File: config.mk
export PLATFORM = sky130hd
export DESIGN_NAME = btb_update_queue_flat
export DESIGN_NICKNAME = d
export VERILOG_FILES = /design/src/rtl/btb_update_queue_if.sv /design/src/rtl/btb_update_queue.sv /design/src/flat_wrapper.sv
export SDC_FILE = /design/constraint.sdc
export NUM_CORES = 1
export LEC_CHECK = 0
export ABC_AREA = 0
export BUFFER_PORTS_ARGS = -buffer_cell sky130_fd_sc_hd__buf_2
export CORE_UTILIZATION = 37
export CTS_CLUSTER_SIZE = 12
export DETAILED_ROUTE_END_ITERATION = 8
export SETUP_SLACK_MARGIN = 0.5
export SYNTH_ARGS = -nofsm -noshare
export SYNTH_HDL_FRONTEND = slang
export SYNTH_SLANG_ARGS = --single-unit
File: constraint.sdc
create_clock -name clk -period 4.3 [get_ports clk]
set_clock_uncertainty 0.2 [all_clocks]
set_input_delay 0.43 -clock clk [delete_from_list [all_inputs] [get_ports clk]]
set_output_delay 0.43 -clock clk [all_outputs]
set_load 0.02 [all_outputs]
File: src/rtl/btb_update_queue_if.sv
// Bundle between the branch-update queue and its execute/fetch/BTB neighbours.
// The master drives requests and fetch controls; the slave is the queue itself.
interface btb_update_queue_if #(
    parameter int unsigned DEPTH = 4
);
    localparam int unsigned PTR_W = $clog2(DEPTH);
    localparam int unsigned CNT_W = PTR_W + 1;
    localparam int unsigned PC_W  = 32;
    localparam int unsigned ENT_W = 34;

    logic             flush;
    logic             enq_valid;
    logic             enq_ready;
    logic [PC_W-1:0]  enq_pc;
    logic [ENT_W-1:0] enq_entry;
    logic             drain_stall;
    logic             btb_load;
    logic [PC_W-1:0]  btb_write_address;
    logic [ENT_W-1:0] btb_in;
    logic [PC_W-1:0]  fwd_address;
    logic             fwd_hit;
    logic [ENT_W-1:0] fwd_entry;
    logic [CNT_W-1:0] count;

    modport master (
        output flush, enq_valid, enq_pc, enq_entry, drain_stall, fwd_address,
        input  enq_ready, btb_load, btb_write_address, btb_in, fwd_hit, fwd_entry, count
    );

    modport slave (
        input  flush, enq_valid, enq_pc, enq_entry, drain_stall, fwd_address,
        output enq_ready, btb_load, btb_write_address, btb_in, fwd_hit, fwd_entry, count
    );
endinterface

File: src/rtl/btb_update_queue.sv
// Coalescing FIFO of resolved-branch updates feeding the BTB write port,
// with a forwarding lookup so fetch observes updates before they land.
module btb_update_queue #(
    parameter int unsigned DEPTH = 4
) (
    input  logic               clk,
    input  logic               rst,
    btb_update_queue_if.slave  bus
);
    localparam int unsigned PTR_W = $clog2(DEPTH);
    localparam int unsigned CNT_W = PTR_W + 1;
    localparam int unsigned PC_W  = 32;
    localparam int unsigned ENT_W = 34;

    logic [PC_W-1:0]  pc_q    [DEPTH];
    logic [PC_W-1:0]  pc_d    [DEPTH];
    logic [ENT_W-1:0] entry_q [DEPTH];
    logic [ENT_W-1:0] entry_d [DEPTH];
    logic [DEPTH-1:0] vld_q, vld_d;
    logic [PTR_W-1:0] head_q, head_d, tail_q, tail_d;
    logic [CNT_W-1:0] count_q, count_d;

    logic             full, empty, drain, enq_fire, coalesce, alloc;
    logic             match_any, fwd_hit;
    logic [PTR_W-1:0] match_idx;
    logic [ENT_W-1:0] fwd_entry;

    // Occupancy, drain/enqueue qualification, CAM lookups for coalesce and forward
    always_comb begin
        full      = (count_q == CNT_W'(DEPTH));
        empty     = (count_q == '0);
        drain     = !empty && !bus.drain_stall && !bus.flush;
        enq_fire  = bus.enq_valid && !full && !bus.flush;
        match_any = 1'b0;
        match_idx = '0;
        fwd_hit   = 1'b0;
        fwd_entry = '0;
        for (int i = 0; i < int'(DEPTH); i++) begin
            if (vld_q[i] && (pc_q[i] == bus.enq_pc)) begin
                match_any = 1'b1;
                match_idx = PTR_W'(i);
            end
            if (vld_q[i] && (pc_q[i] == bus.fwd_address)) begin
                fwd_hit   = 1'b1;
                fwd_entry = fwd_entry | entry_q[i];
            end
        end
        // A head leaving this cycle already carries its old payload to the BTB
        coalesce = enq_fire && match_any && !(drain && (match_idx == head_q));
        alloc    = enq_fire && !coalesce;
    end

    assign bus.enq_ready         = !full;
    assign bus.btb_load          = drain;
    assign bus.btb_write_address = drain ? pc_q[head_q]    : '0;
    assign bus.btb_in            = drain ? entry_q[head_q] : '0;
    assign bus.fwd_hit           = fwd_hit;
    assign bus.fwd_entry         = fwd_entry;
    assign bus.count             = count_q;

    // Next-state for slots and pointers
    always_comb begin
        pc_d    = pc_q;
        entry_d = entry_q;
        vld_d   = vld_q;
        head_d  = head_q;
        tail_d  = tail_q;
        count_d = count_q;
        if (bus.flush) begin
            vld_d   = '0;
            head_d  = '0;
            tail_d  = '0;
            count_d = '0;
        end else begin
            if (drain) begin
                vld_d[head_q] = 1'b0;
                head_d        = PTR_W'(head_q + 1'b1);
            end
            if (coalesce) begin
                entry_d[match_idx] = bus.enq_entry;
            end
            if (alloc) begin
                pc_d[tail_q]    = bus.enq_pc;
                entry_d[tail_q] = bus.enq_entry;
                vld_d[tail_q]   = 1'b1;
                tail_d          = PTR_W'(tail_q + 1'b1);
            end
            count_d = count_q + CNT_W'(alloc) - CNT_W'(drain);
        end
    end

    always_ff @(posedge clk or negedge rst) begin
        if (!rst) begin
            for (int i = 0; i < int'(DEPTH); i++) begin
                pc_q[i]    <= '0;
                entry_q[i] <= '0;
            end
            vld_q   <= '0;
            head_q  <= '0;
            tail_q  <= '0;
            count_q <= '0;
        end else begin
            pc_q    <= pc_d;
            entry_q <= entry_d;
            vld_q   <= vld_d;
            head_q  <= head_d;
            tail_q  <= tail_d;
            count_q <= count_d;
        end
    end
endmodule

File: src/flat_wrapper.sv
// flat-port wrapper written by rule: the top's interface ports become plain ports
module btb_update_queue_flat 
#(
    parameter int unsigned DEPTH = 4
)
  (clk, rst, bus_flush, bus_enq_valid, bus_enq_pc, bus_enq_entry, bus_drain_stall, bus_fwd_address, bus_enq_ready, bus_btb_load, bus_btb_write_address, bus_btb_in, bus_fwd_hit, bus_fwd_entry, bus_count);
  btb_update_queue_if #(.DEPTH(DEPTH)) bus_i ();
  input  logic clk;
  input  logic rst;
  input wire logic [$bits(bus_i.flush)-1:0] bus_flush;
  input wire logic [$bits(bus_i.enq_valid)-1:0] bus_enq_valid;
  input wire logic [$bits(bus_i.enq_pc)-1:0] bus_enq_pc;
  input wire logic [$bits(bus_i.enq_entry)-1:0] bus_enq_entry;
  input wire logic [$bits(bus_i.drain_stall)-1:0] bus_drain_stall;
  input wire logic [$bits(bus_i.fwd_address)-1:0] bus_fwd_address;
  output wire logic [$bits(bus_i.enq_ready)-1:0] bus_enq_ready;
  output wire logic [$bits(bus_i.btb_load)-1:0] bus_btb_load;
  output wire logic [$bits(bus_i.btb_write_address)-1:0] bus_btb_write_address;
  output wire logic [$bits(bus_i.btb_in)-1:0] bus_btb_in;
  output wire logic [$bits(bus_i.fwd_hit)-1:0] bus_fwd_hit;
  output wire logic [$bits(bus_i.fwd_entry)-1:0] bus_fwd_entry;
  output wire logic [$bits(bus_i.count)-1:0] bus_count;
  assign bus_i.flush = bus_flush;
  assign bus_i.enq_valid = bus_enq_valid;
  assign bus_i.enq_pc = bus_enq_pc;
  assign bus_i.enq_entry = bus_enq_entry;
  assign bus_i.drain_stall = bus_drain_stall;
  assign bus_i.fwd_address = bus_fwd_address;
  assign bus_enq_ready = bus_i.enq_ready;
  assign bus_btb_load = bus_i.btb_load;
  assign bus_btb_write_address = bus_i.btb_write_address;
  assign bus_btb_in = bus_i.btb_in;
  assign bus_fwd_hit = bus_i.fwd_hit;
  assign bus_fwd_entry = bus_i.fwd_entry;
  assign bus_count = bus_i.count;
  btb_update_queue #(.DEPTH(DEPTH)) u_core (.clk(clk), .rst(rst), .bus(bus_i));
endmodule
==> results of run 1 <==
-- synthesized netlist by cell type, drive strengths merged --
cell	number
o2111ai	2
nor4	56
dfrtp	275
or3	3
o22ai	1
a41o	1
mux2	264
clkbuf	57
nand2	54
o41a	1
nor4b	6
nor2	13
and3b	1
nand3	24
nand3b	6
ha	10
a2111oi	1
xnor2	145
nor3	9
and2	67
and4	2
nor2b	1
fa	1
mux4	66
o21ai	3
xor2	107
buf	67
nand2b	11
inv	12
a22oi	68
mux2i	6
nand4b	4
nand4	44
a21oi	1
or4	4
-- placed cells by master (no fill, tap or decap), drive strengths merged, types with 2 or more instances in the layout --
cell | netlist | layout
a22oi | 68 | 68
and2 | 67 | 67
and4 | 2 | 2
buf | 67 | 280
clkbuf | 57 | 64
clkinv | 0 | 3
dfrtp | 275 | 275
diode | 0 | 2
dlygate4sd3 | 0 | 35
ha | 10 | 10
inv | 12 | 13
mux2 | 264 | 264
mux2i | 6 | 6
mux4 | 66 | 66
nand2 | 54 | 54
nand2b | 11 | 11
nand3 | 24 | 24
nand3b | 6 | 6
nand4 | 44 | 44
nand4b | 4 | 4
nor2 | 13 | 13
nor3 | 9 | 9
nor4 | 56 | 56
nor4b | 6 | 6
o2111ai | 2 | 2
o21ai | 3 | 3
or3 | 3 | 3
or4 | 4 | 4
xnor2 | 145 | 145
xor2 | 107 | 107
-- cell type report --
cell class                      count  area, µm²  area share [%]
Multi-Input combinational cell    982       9770            45.7
Sequential cell                   275       6910            32.3
Timing Repair Buffer              328       2790            13.0
Clock buffer                       52       1010            4.72
Tap cell                          592        741            3.47
Clock inverter                      6        111           0.521
Inverter                           12       45.0           0.211
Antenna cell                        2       5.00          0.0234
-- metrics by stage --
| step | worst slack [ns] | hold slack, ns |
|---|---|---|
| after floorplan | 0.555 | -0.0656 |
| after global placement | 0.0807 | 0.308 |
| after detailed placement | 0.142 | 0.319 |
| after CTS | 0.501 | 0.0119 |
| after global routing | 0.393 | 0.0253 |
| final | 0.450 | 0.0299 |
-- how the worst min path moves through the flow --
stage	startpoint	endpoint	slack, ns	depth (start not counted)
3_5_place_dp	u_core.entry_q[133]	u_core.entry_q[133]	0.32	1
4_1_cts	bus_flush	u_core.bus.count[1]	0.01	2
5_1_grt	bus_flush	u_core.bus.count[1]	0.03	2
6_report	bus_flush	u_core.bus.count[1]	0.03	2
2_1_floorplan	rst	u_core.bus.count[0]	-0.07	0
3_3_place_gp	u_core.entry_q[47]	u_core.entry_q[47]	0.31	1
-- registers in the layout, indices dropped and copies added (netlist names) --
| signal | cells |
|---|---|
| u_core.entry_q | 136 |
| u_core.vld_q | 4 |
| u_core.pc_q | 128 |
| u_core.head_q | 2 |
| u_core.bus.count | 3 |
| u_core.tail_q | 2 |
-- routing by layer --
metal / vias up / routed length, µm / global-route usage (%)
met2: 473 / 29100 / 41.2
li1: 5548 / - / -
met3: 122 / 4640 / 6.24
met5: - / 23 / 0
met4: 4 / 2250 / 8.02
met1: 6773 / 26800 / 35.6
-- kinds of logic after synthesis --
group / count (synthesis) / share of synthesized area, %
buf+inv: 136 / 3.90
mux: 336 / 26.9
compound gates: 78 / 3.50
simple gates: 305 / 10.6
fa+ha+maj: 11 / 0.865
flops: 275 / 41.0
xor+xnor: 252 / 13.2
-- repair_timing --
item / 4_1_cts / 5_1_grt
buffers inserted: 7 / 12
endpoints found under the setup margin: 297 / 235
pin swaps: 11 / 42
cloned: 3 / 15
resized for setup: 22 / 144
hold buffers: 35 / 0
hold endpoints to repair: 234 / 0
-- worst max-delay path: stages (launching register included) --
cell       delay, ns
dfrtp_2         0.43
buf_6           0.14
xnor2_4         0.18
nand4_1         0.19
nor4_2          0.41
nand4_1         0.25
nor4_4          0.31
buf_6           0.24
clkbuf_16       0.21
a22oi_2         0.07
nand2_1         0.10
buf_6           0.12
-- power by group --
group / total [µW] / switching [µW] / internal (µW)
combinational: 5730 / 2760 / 2980
sequential: 5530 / 1660 / 3870
clock: 2870 / 1180 / 1690
==> impl_metrics.csv, run 1 <==
group,metric,value,unit
pwr,power_per_cell_area,661,nW/µm²
worst_setup_path,reg2reg_slack,0.53,ns
routing,routed_wl,62800,µm
logic_synthesis,ys_seq_elements,275,
place,place.gp.congestion,1.05,
logic_synthesis,synth_area,16800,µm²
floorplan,die_y,215,µm
worst_setup_path,crit_path_start_kind,"flip-flop",
place,hpwl,43100,µm
global_routing,grt_max_degree,103,
outcome,status,"completed",
global_routing,gr-total-overflow,0,
worst_setup_path,critPathRequiredTime,3.67,ns
pwr,peakVddDrop,0.419,mV
clock_network,clk_latency,0.57,ns
global_routing,grtUsageTotal,26.2,%
finish,nets,1747,
worst_setup_path,end_kind,"output pin",
worst_setup_path,endpoint,"bus_fwd_entry[10]",
clock_network,cts.sinks,275,
clock_network,cts_root_buffer,"clkbuf_16",
logic_synthesis,synth_top_area_cell,"dfrtp_1",
finish,area_growth,27.4,%
sta,finalMaxSlewViolations,0,
routing,drtPass1Iterations,5,
worst_setup_path,timing.rr.start,"u_core.pc_q[13]",
logic_synthesis,netlist-cell-type-count,43,
sta,min_period_over_period,89.5,%
sta,timing.setup.tns,0,ns
sta,rsz0062_at_grt,"yes",
clock_network,htreeDepth,2,
floorplan,start_util,37.7,%
routing,vias_per_cell,5.74,
clock_network,cts_tree,"built",
flow_run,max-cap-violations,0,
sta,max_freq,0.260,GHz
routing,drc,0,
routing,vias,12920,
logic_synthesis,synth_area_leaders,"dfrtp_1, mux2_2, mux4_2, xnor2_1, xor2_1",
sta,fin_crit,3.85,ns
clock_network,cts_max_path_buffers,3,
routing,drtAntennaViolNets,0,
sta,tightest_slew,0.956,ns
place,dp_cells,2117,
routing,wire_per_inst,27.9,µm
finish,fin_cells,2249,
global_routing,grt_pass1_wl,89600,µm
sta,max-slew-margin-rel,36.3,%
routing,drtIter0Drc,1135,
sta,hold_viol,0,
global_routing,grt_pass1_vias,13225,
global_routing,antenna_found_initial,4,
floorplan,die_w,215,µm
floorplan,io_pins,209,
sta,setup_violations,0,
clock_network,clkTransAtPathRegs,0.06,ns
pwr,total_power,14100,µW
finish,final_util,48.0,%
worst_setup_path,worst-setup-path-type,"flip-flop to output pin",
floorplan,dieArea,46200,µm²
finish,drive_gt1_share,45.5,%
logic_synthesis,ys_seq_area_share,41.0,%
worst_setup_path,worstPathArrival,3.22,ns
pwr,leakagePower,0.00912,µW
floorplan,rows,77,
clock_network,cts_buffers,34,
logic_synthesis,yosys_warnings,0,
floorplan,core,44500,µm²
logic_synthesis,syn_avg_cell_area,12.0,µm²
logic_synthesis,synth_top_area_share,41.0,%
worst_setup_path,cp_max_fo,7,
logic_synthesis,synthCells,1393,
place,port_buffers,208,
min_path,hold_class,"input port to flip-flop",
finish,stdcell_area,21400,µm²
place,placed_area,18600,µm²
finish,nFillCells,4030,
worst_setup_path,cp-startpoint,"u_core.pc_q[8]",
worst_setup_path,reg2reg_depth,13,
logic_synthesis,synth_nets,1507,
worst_setup_path,reg2reg_to,"u_core.entry_q[7]",
No activity file was read; power rests on OpenSTA's default activity.
==> inputs of run 2 (changes only) <==
--- a/config.mk
+++ b/config.mk
@@ -8,8 +8,10 @@
 export ABC_AREA = 0
 export BUFFER_PORTS_ARGS = -buffer_cell sky130_fd_sc_hd__buf_2
 export CORE_UTILIZATION = 37
+export CTS_BUF_LIST = sky130_fd_sc_hd__clkbuf_4 sky130_fd_sc_hd__clkbuf_8
 export CTS_CLUSTER_SIZE = 12
 export DETAILED_ROUTE_END_ITERATION = 8
+export REMOVE_ABC_BUFFERS = 1
 export SETUP_SLACK_MARGIN = 0.5
 export SYNTH_ARGS = -nofsm -noshare
 export SYNTH_HDL_FRONTEND = slang
==> impl_metrics.csv, run 2 (synthesis gave the netlist of run 1 again) <==
group,metric,value,unit
finish,drive_gt1_share,46.1,%
sta,fin_ws,0.470,ns
sta,rsz0062_at_grt,"yes",
finish,nets,1777,
pwr,seqPwrFrac,39.1,%
global_routing,grt_pass1_vias,13324,
clock_network,cts_max_path_buffers,3,
floorplan,start_util,37.7,%
clock_network,clkTransAtPathRegs,0.06,ns
routing,vias_per_cell,5.59,
routing,drtIter0Drc,1007,
sta,max-slew-margin-rel,52.2,%
sta,tightest_slew,0.716,ns
routing,wire_per_inst,26.5,µm
clock_network,cts.sinks,275,
pwr,internal-power,8360,µW
worst_setup_path,critPathRequiredTime,4.63,ns
pwr,p_sw_share,39.7,%
routing,routed_wl,60800,µm
routing,drtAntennaViolNets,0,
global_routing,antenna_found_initial,4,
floorplan,rows,77,
floorplan,die_w,215,µm
place,port_buffers,208,
pwr,combPwrFrac,41.8,%
clock_network,cts_buffers,49,
finish,final_common_cell,"dfrtp_1",
finish,final_cell_mix,"dfrtp_1, mux2_2, buf_2",
global_routing,grt_max_degree,88,
place,placed_area,18500,µm²
clock_network,cts_root_buffer,"clkbuf_8",
routing,met1Wirelength,25800,µm
global_routing,grtUsageTotal,25.9,%
place,dpl_worst_slack,0.0786,ns
sta,max_freq,0.261,GHz
global_routing,grt_pass1_wl,89300,µm
pwr,power_per_cell_area,649,nW/µm²
worst_setup_path,reg2reg_slack,0.50,ns
min_path,hold_class,"input port to flip-flop",
sta,setup_violations,0,
finish,stdcell_area,21300,µm²
sta,finalMaxSlewViolations,0,
sta,hold_viol,0,
routing,dr_wl_met3,3910,µm
finish,largestRegisters,"u_core.entry_q (136), u_core.pc_q (128), u_core.vld_q (4)",
sta,fin_crit,3.83,ns
routing,top_layer_used,"met5",
place,hpwl,41500,µm
pwr,peakVddDrop,0.430,mV
routing,met2_length,28700,µm
worst_setup_path,cp_max_fo,13,
sta,min_period_over_period,89.1,%
outcome,status,"completed",
finish,area_growth,27.2,%
clock_network,htreeDepth,2,
flow_run,max-cap-violations,0,
floorplan,core,44500,µm²
floorplan,io_pins,209,
worst_setup_path,worst-setup-path-type,"input port to flip-flop",
pwr,p_clk_share,19.1,%
finish,largest_reg_flops,136,
routing,vias,12827,
worst_setup_path,end_kind,"flip-flop",
floorplan,die_y,215,µm
finish,largest-register,"u_core.entry_q",
pwr,leakagePower,0.00925,µW
routing,drc,0,
clock_network,clk_latency,0.65,ns
sta,timing.setup.tns,0,ns
pwr,p_sw,5500,µW
finish,final_util,48.0,%
floorplan,dieArea,46200,µm²
place,place.gp.congestion,1.09,
routing,drtPass1Iterations,6,
worst_setup_path,crit_path_start_kind,"input port",
worst_setup_path,worstPathArrival,4.16,ns
clock_network,cts_tree,"built",
global_routing,gr-total-overflow,0,
run 2: changes by cell type in the layout (fill, tap and decap cells not counted), sizes merged:
cell / before / now
buf: 280 / 264
bufbuf: 1 / 2
clkbuf: 64 / 88
clkinv: 3 / 6
clkinvlp: 1 / 2
dlygate4sd3: 35 / 67
inv: 13 / 12
run 2: timing repair:
action,CTS,global route
cloned,4,6
setup endpoints to repair,265,293
hold buffers,67,0
pin swaps,30,29
resized for setup,49,89
hold endpoints to repair,338,0
buffers inserted,11,9
run 2: path summary, 6_finish.rpt:
kind	depth (start not counted)	from	to
setup / recovery	16	bus_enq_pc[31]	u_core.entry_q[62]
hold / removal	2	bus_enq_pc[21]	u_core.pc_q[53]
setup reg to reg	14	u_core.pc_q[31]	u_core.entry_q[62]
hold reg to reg	1	u_core.entry_q[101]	u_core.entry_q[101]
max in group asynchronous	3	rst	u_core.pc_q[74]
min in group asynchronous	2	rst	u_core.pc_q[17]
run 2: area by class of cell:
| type | instances | area, µm² |
|---|---|---|
| fill | 4134 | 23200 |
| sequential | 275 | 6910 |
| clock buffer | 78 | 948 |
| antenna | 2 | 5.00 |
| timing repair buffer | 343 | 2730 |
| inverter | 12 | 45.0 |
| clock inverter | 9 | 97.6 |
| tap | 592 | 741 |
| multi-input combinational | 982 | 9870 |
run 2: power by group through the flow:
| stage | clock [µW] | sequential [µW] | combinational, µW |
|---|---|---|---|
| finish | 2640 | 5420 | 5790 |
| global route | 2830 | 5570 | 6110 |
| CTS | 2720 | 5320 | 5610 |
| detailed placement | 0 | 5340 | 5350 |
| global placement | 0 | 5250 | 5350 |
| floorplan | 0 | 4990 | 3620 |
run 2: per-layer routing:
layer  vias to the layer above  GRT usage [%]
met5                         -              0
met4                         4           11.0
met3                       115           5.01
met2                       494           41.3
met1                      6620           34.4
li1                       5594              -
run 2: metrics by stage:
| stage | std cells | hold slack (ns) | power (µW) |
|---|---|---|---|
| 4_1_cts | 2276 | 0.000951 | 13600 |
| 2_1_floorplan | 1269 | -0.0656 | 8610 |
| 5_1_grt | 2293 | 0.0323 | 14500 |
| 3_5_place_dp | 2107 | 0.280 | 10700 |
| 6_report | 2293 | 0.0448 | 13900 |
| 3_3_place_gp | 2107 | 0.277 | 10600 |
run 2: worst max-delay path: stages:
cell and delay [ns]:
dlygate4sd3_1 0.56, buf_6 0.16, xor2_2 0.21, nor4_2 0.30, nand4_1 0.23, buf_4 0.21
nor3_2 0.28, buf_4 0.19, nor4b_2 0.06, buf_4 0.15, nor4_4 0.23, buf_4 0.21
mux2i_4 0.26, buf_12 0.15, clkbuf_16 0.19, mux2_2 0.35
==> inputs of run 3 (changes only) <==
--- a/config.mk
+++ b/config.mk
@@ -11,6 +11,7 @@
 export CTS_BUF_LIST = sky130_fd_sc_hd__clkbuf_4 sky130_fd_sc_hd__clkbuf_8
 export CTS_CLUSTER_SIZE = 12
 export DETAILED_ROUTE_END_ITERATION = 8
+export MAX_ROUTING_LAYER = met4
 export REMOVE_ABC_BUFFERS = 1
 export SETUP_SLACK_MARGIN = 0.5
 export SYNTH_ARGS = -nofsm -noshare
==> impl_metrics.csv, run 3 (synthesis gave the netlist of run 1 again) <==
group,metric,value,unit
global_routing,grtUsageTotal,26.7,%
routing,routed_wl,61000,µm
worst_setup_path,crit_path_start_kind,"flip-flop",
clock_network,cts_tree,"built",
global_routing,grt_pass1_vias,13470,
worst_setup_path,worstPathCellList,"xnor2_2 > nand4_1 > nor4_4 > nand4_1 > nor4_4 > buf_6 > clkbuf_16 > a22oi_1 > nand2_1 > buf_2",
worst_setup_path,timing.rr.start,"u_core.pc_q[52]",
outcome,status,"completed",
worst_setup_path,reg2reg_depth,13,
routing,drc,0,
flow_run,max-cap-violations,0,
worst_setup_path,reg2reg_slack,0.53,ns
sta,tightest_slew,1.02,ns
pwr,power_per_cell_area,653,nW/µm²
finish,largest_reg_flops,136,
routing,drtAntennaViolNets,0,
worst_setup_path,cpMaxStageDelayCell,"dfrtp_2",
routing,vias,12860,
clock_network,cts_max_path_buffers,3,
worst_setup_path,critPathBufInv,3,
pwr,peakVddDrop,0.304,mV
worst_setup_path,critPathRequiredTime,3.67,ns
global_routing,antenna_found_initial,4,
floorplan,die_y,215,µm
sta,hold_viol,0,
worst_setup_path,worst-setup-path-type,"flip-flop to output pin",
sta,fin_crit,3.79,ns
clock_network,cts_root_buffer,"clkbuf_8",
routing,wire_per_inst,26.5,µm
routing,drtPass1Iterations,5,
pwr,total_power,13900,µW
worst_setup_path,end_kind,"output pin",
pwr,combPwrFrac,41.1,%
sta,timing.setup.tns,0,ns
place,hpwl,42100,µm
global_routing,grt_pass1_wl,89200,µm
pwr,p_sw_share,39.3,%
worst_setup_path,max_stage_delay,0.45,ns
min_path,holdPathEnd,"u_core.pc_q[95]",
min_path,whs_path_depth,2,
pwr,internal-power,8470,µW
clock_network,clk_latency,0.65,ns
place,place.gp.congestion,1.06,
worst_setup_path,cp_max_fo,5,
sta,max_freq,0.264,GHz
sta,rsz0062_at_grt,"yes",
global_routing,grt_max_degree,101,
floorplan,rows,77,
min_path,min_from,"bus_enq_pc[31]",
sta,holdWs,0.0321,ns
pwr,seqPwrFrac,39.3,%
sta,min_period_over_period,88.2,%
worst_setup_path,worstPathArrival,3.16,ns
finish,drive_gt1_share,46.7,%
sta,finalMaxSlewViolations,0,
clock_network,htreeDepth,2,
global_routing,gr-total-overflow,0,
place,port_buffers,208,
floorplan,start_util,37.7,%
sta,max-slew-margin-rel,32.1,%
clock_network,cts.sinks,275,
floorplan,core,44500,µm²
routing,vias_per_cell,5.59,
routing,drtIter0Drc,967,
finish,stdcell_area,21400,µm²
floorplan,io_pins,209,
min_path,hold_class,"input port to flip-flop",
finish,final_common_cell,"mux2_2",
floorplan,die_w,215,µm
floorplan,dieArea,46200,µm²
pwr,p_sw,5470,µW
place,placed_area,18500,µm²
finish,final_cell_mix,"mux2_2, dfrtp_1, buf_2",
sta,setup_violations,0,
pwr,leakagePower,0.00926,µW
clock_network,cts_buffers,48,
worst_setup_path,reg2reg_to,"u_core.bus.count[2]",
finish,nets,1783,
worst_setup_path,crit_family,"simple AND/OR/NAND/NOR gates",
finish,largest-register,"u_core.entry_q",
finish,largestRegisters,"u_core.entry_q (136), u_core.pc_q (128), u_core.vld_q (4)",
finish,area_growth,27.3,%
clock_network,clkTransAtPathRegs,0.06,ns
pwr,p_clk_share,19.5,%
-- run 3: cell count changes in the layout (fill, tap and decap cells not counted), moves of 5 or more --
cell           before  now
clkbuf_4           25   19
buf_2             187  194
dlygate4sd3_1      67   62
a22oi_1            62   67
xnor2_1           110  119
buf_4              41   57
buf_6              16    9
xnor2_2            32   22
a22oi_2             6    1
dfrtp_2            14   24
dfrtp_1           259  249
xor2_1            103   98
-- run 3: worst max path at each step --
| stage | startpoint | endpoint | cells past startpoint |
|---|---|---|---|
| global route | u_core.pc_q[1] | u_core.bus.count[2] | 16 |
| CTS | u_core.pc_q[88] | bus_fwd_entry[0] | 10 |
| global placement | bus_enq_pc[18] | u_core.bus.count[2] | 14 |
| detailed placement | bus_enq_pc[16] | u_core.bus.count[2] | 14 |
| finish | u_core.pc_q[89] | bus_fwd_entry[25] | 10 |
| floorplan | u_core.bus.count[1] | u_core.entry_q[0] | 7 |
-- run 3: worst reg2reg max path, delay by kind of cell, from the launching register on --
kind | cells | cell delay [ns]
AND/OR/NAND/NOR | 7 | 2.02
XOR/XNOR | 3 | 0.59
flip-flops | 1 | 0.43
adder cells (fa/ha/maj) | 2 | 0.38
buffers and inverters | 1 | 0.06
-- run 3: metal layers --
layer / part of all wire, % / vias up / global-route usage (%)
li1: - / 5590 / -
met1: 42 / 6708 / 34.0
met2: 48 / 453 / 41.9
met3: 6.5 / 109 / 4.97
met4: 3.9 / 0 / 10.7
met5: 0 / - / -
-- run 3: power by group through the flow --
stage	Clock (µW)	Combinational [µW]	Sequential, µW
after CTS	2790	5530	5400
after detailed placement	0	5300	5390
final	2730	5730	5480
after floorplan	0	3620	4990
after global routing	2900	6050	5650
after global placement	0	5280	5300
-- run 3: final cells by class --
type,instances,area [µm²]
fillers,4144,23100
inverters,12,45.0
repair buffers,350,2710
flip-flops and latches,275,6920
well taps,592,741
clock inverters,8,133
diodes,4,10.0
clock buffers,76,940
multi-input cells,982,9860
-- run 3: repair_timing --
| action | CTS | global route |
|---|---|---|
| hold buffers | 63 | 0 |
| gates resized for setup | 52 | 80 |
| setup buffers | 9 | 19 |
| endpoints found under the hold margin | 316 | 0 |
| pin swaps | 26 | 46 |
| endpoints found under the setup margin | 262 | 299 |
| gates cloned | 4 | 7 |
-- run 3: stage by stage --
stage | util [%] | std cells | setup WS (ns)
2_1_floorplan | - | 1269 | -2.54
3_3_place_gp | 41.6 | 2109 | 0.0115
3_5_place_dp | 41.6 | 2109 | 0.0473
4_1_cts | 46.5 | 2269 | 0.456
5_1_grt | 48.0 | 2299 | 0.405
6_report | 48.0 | 2299 | 0.508
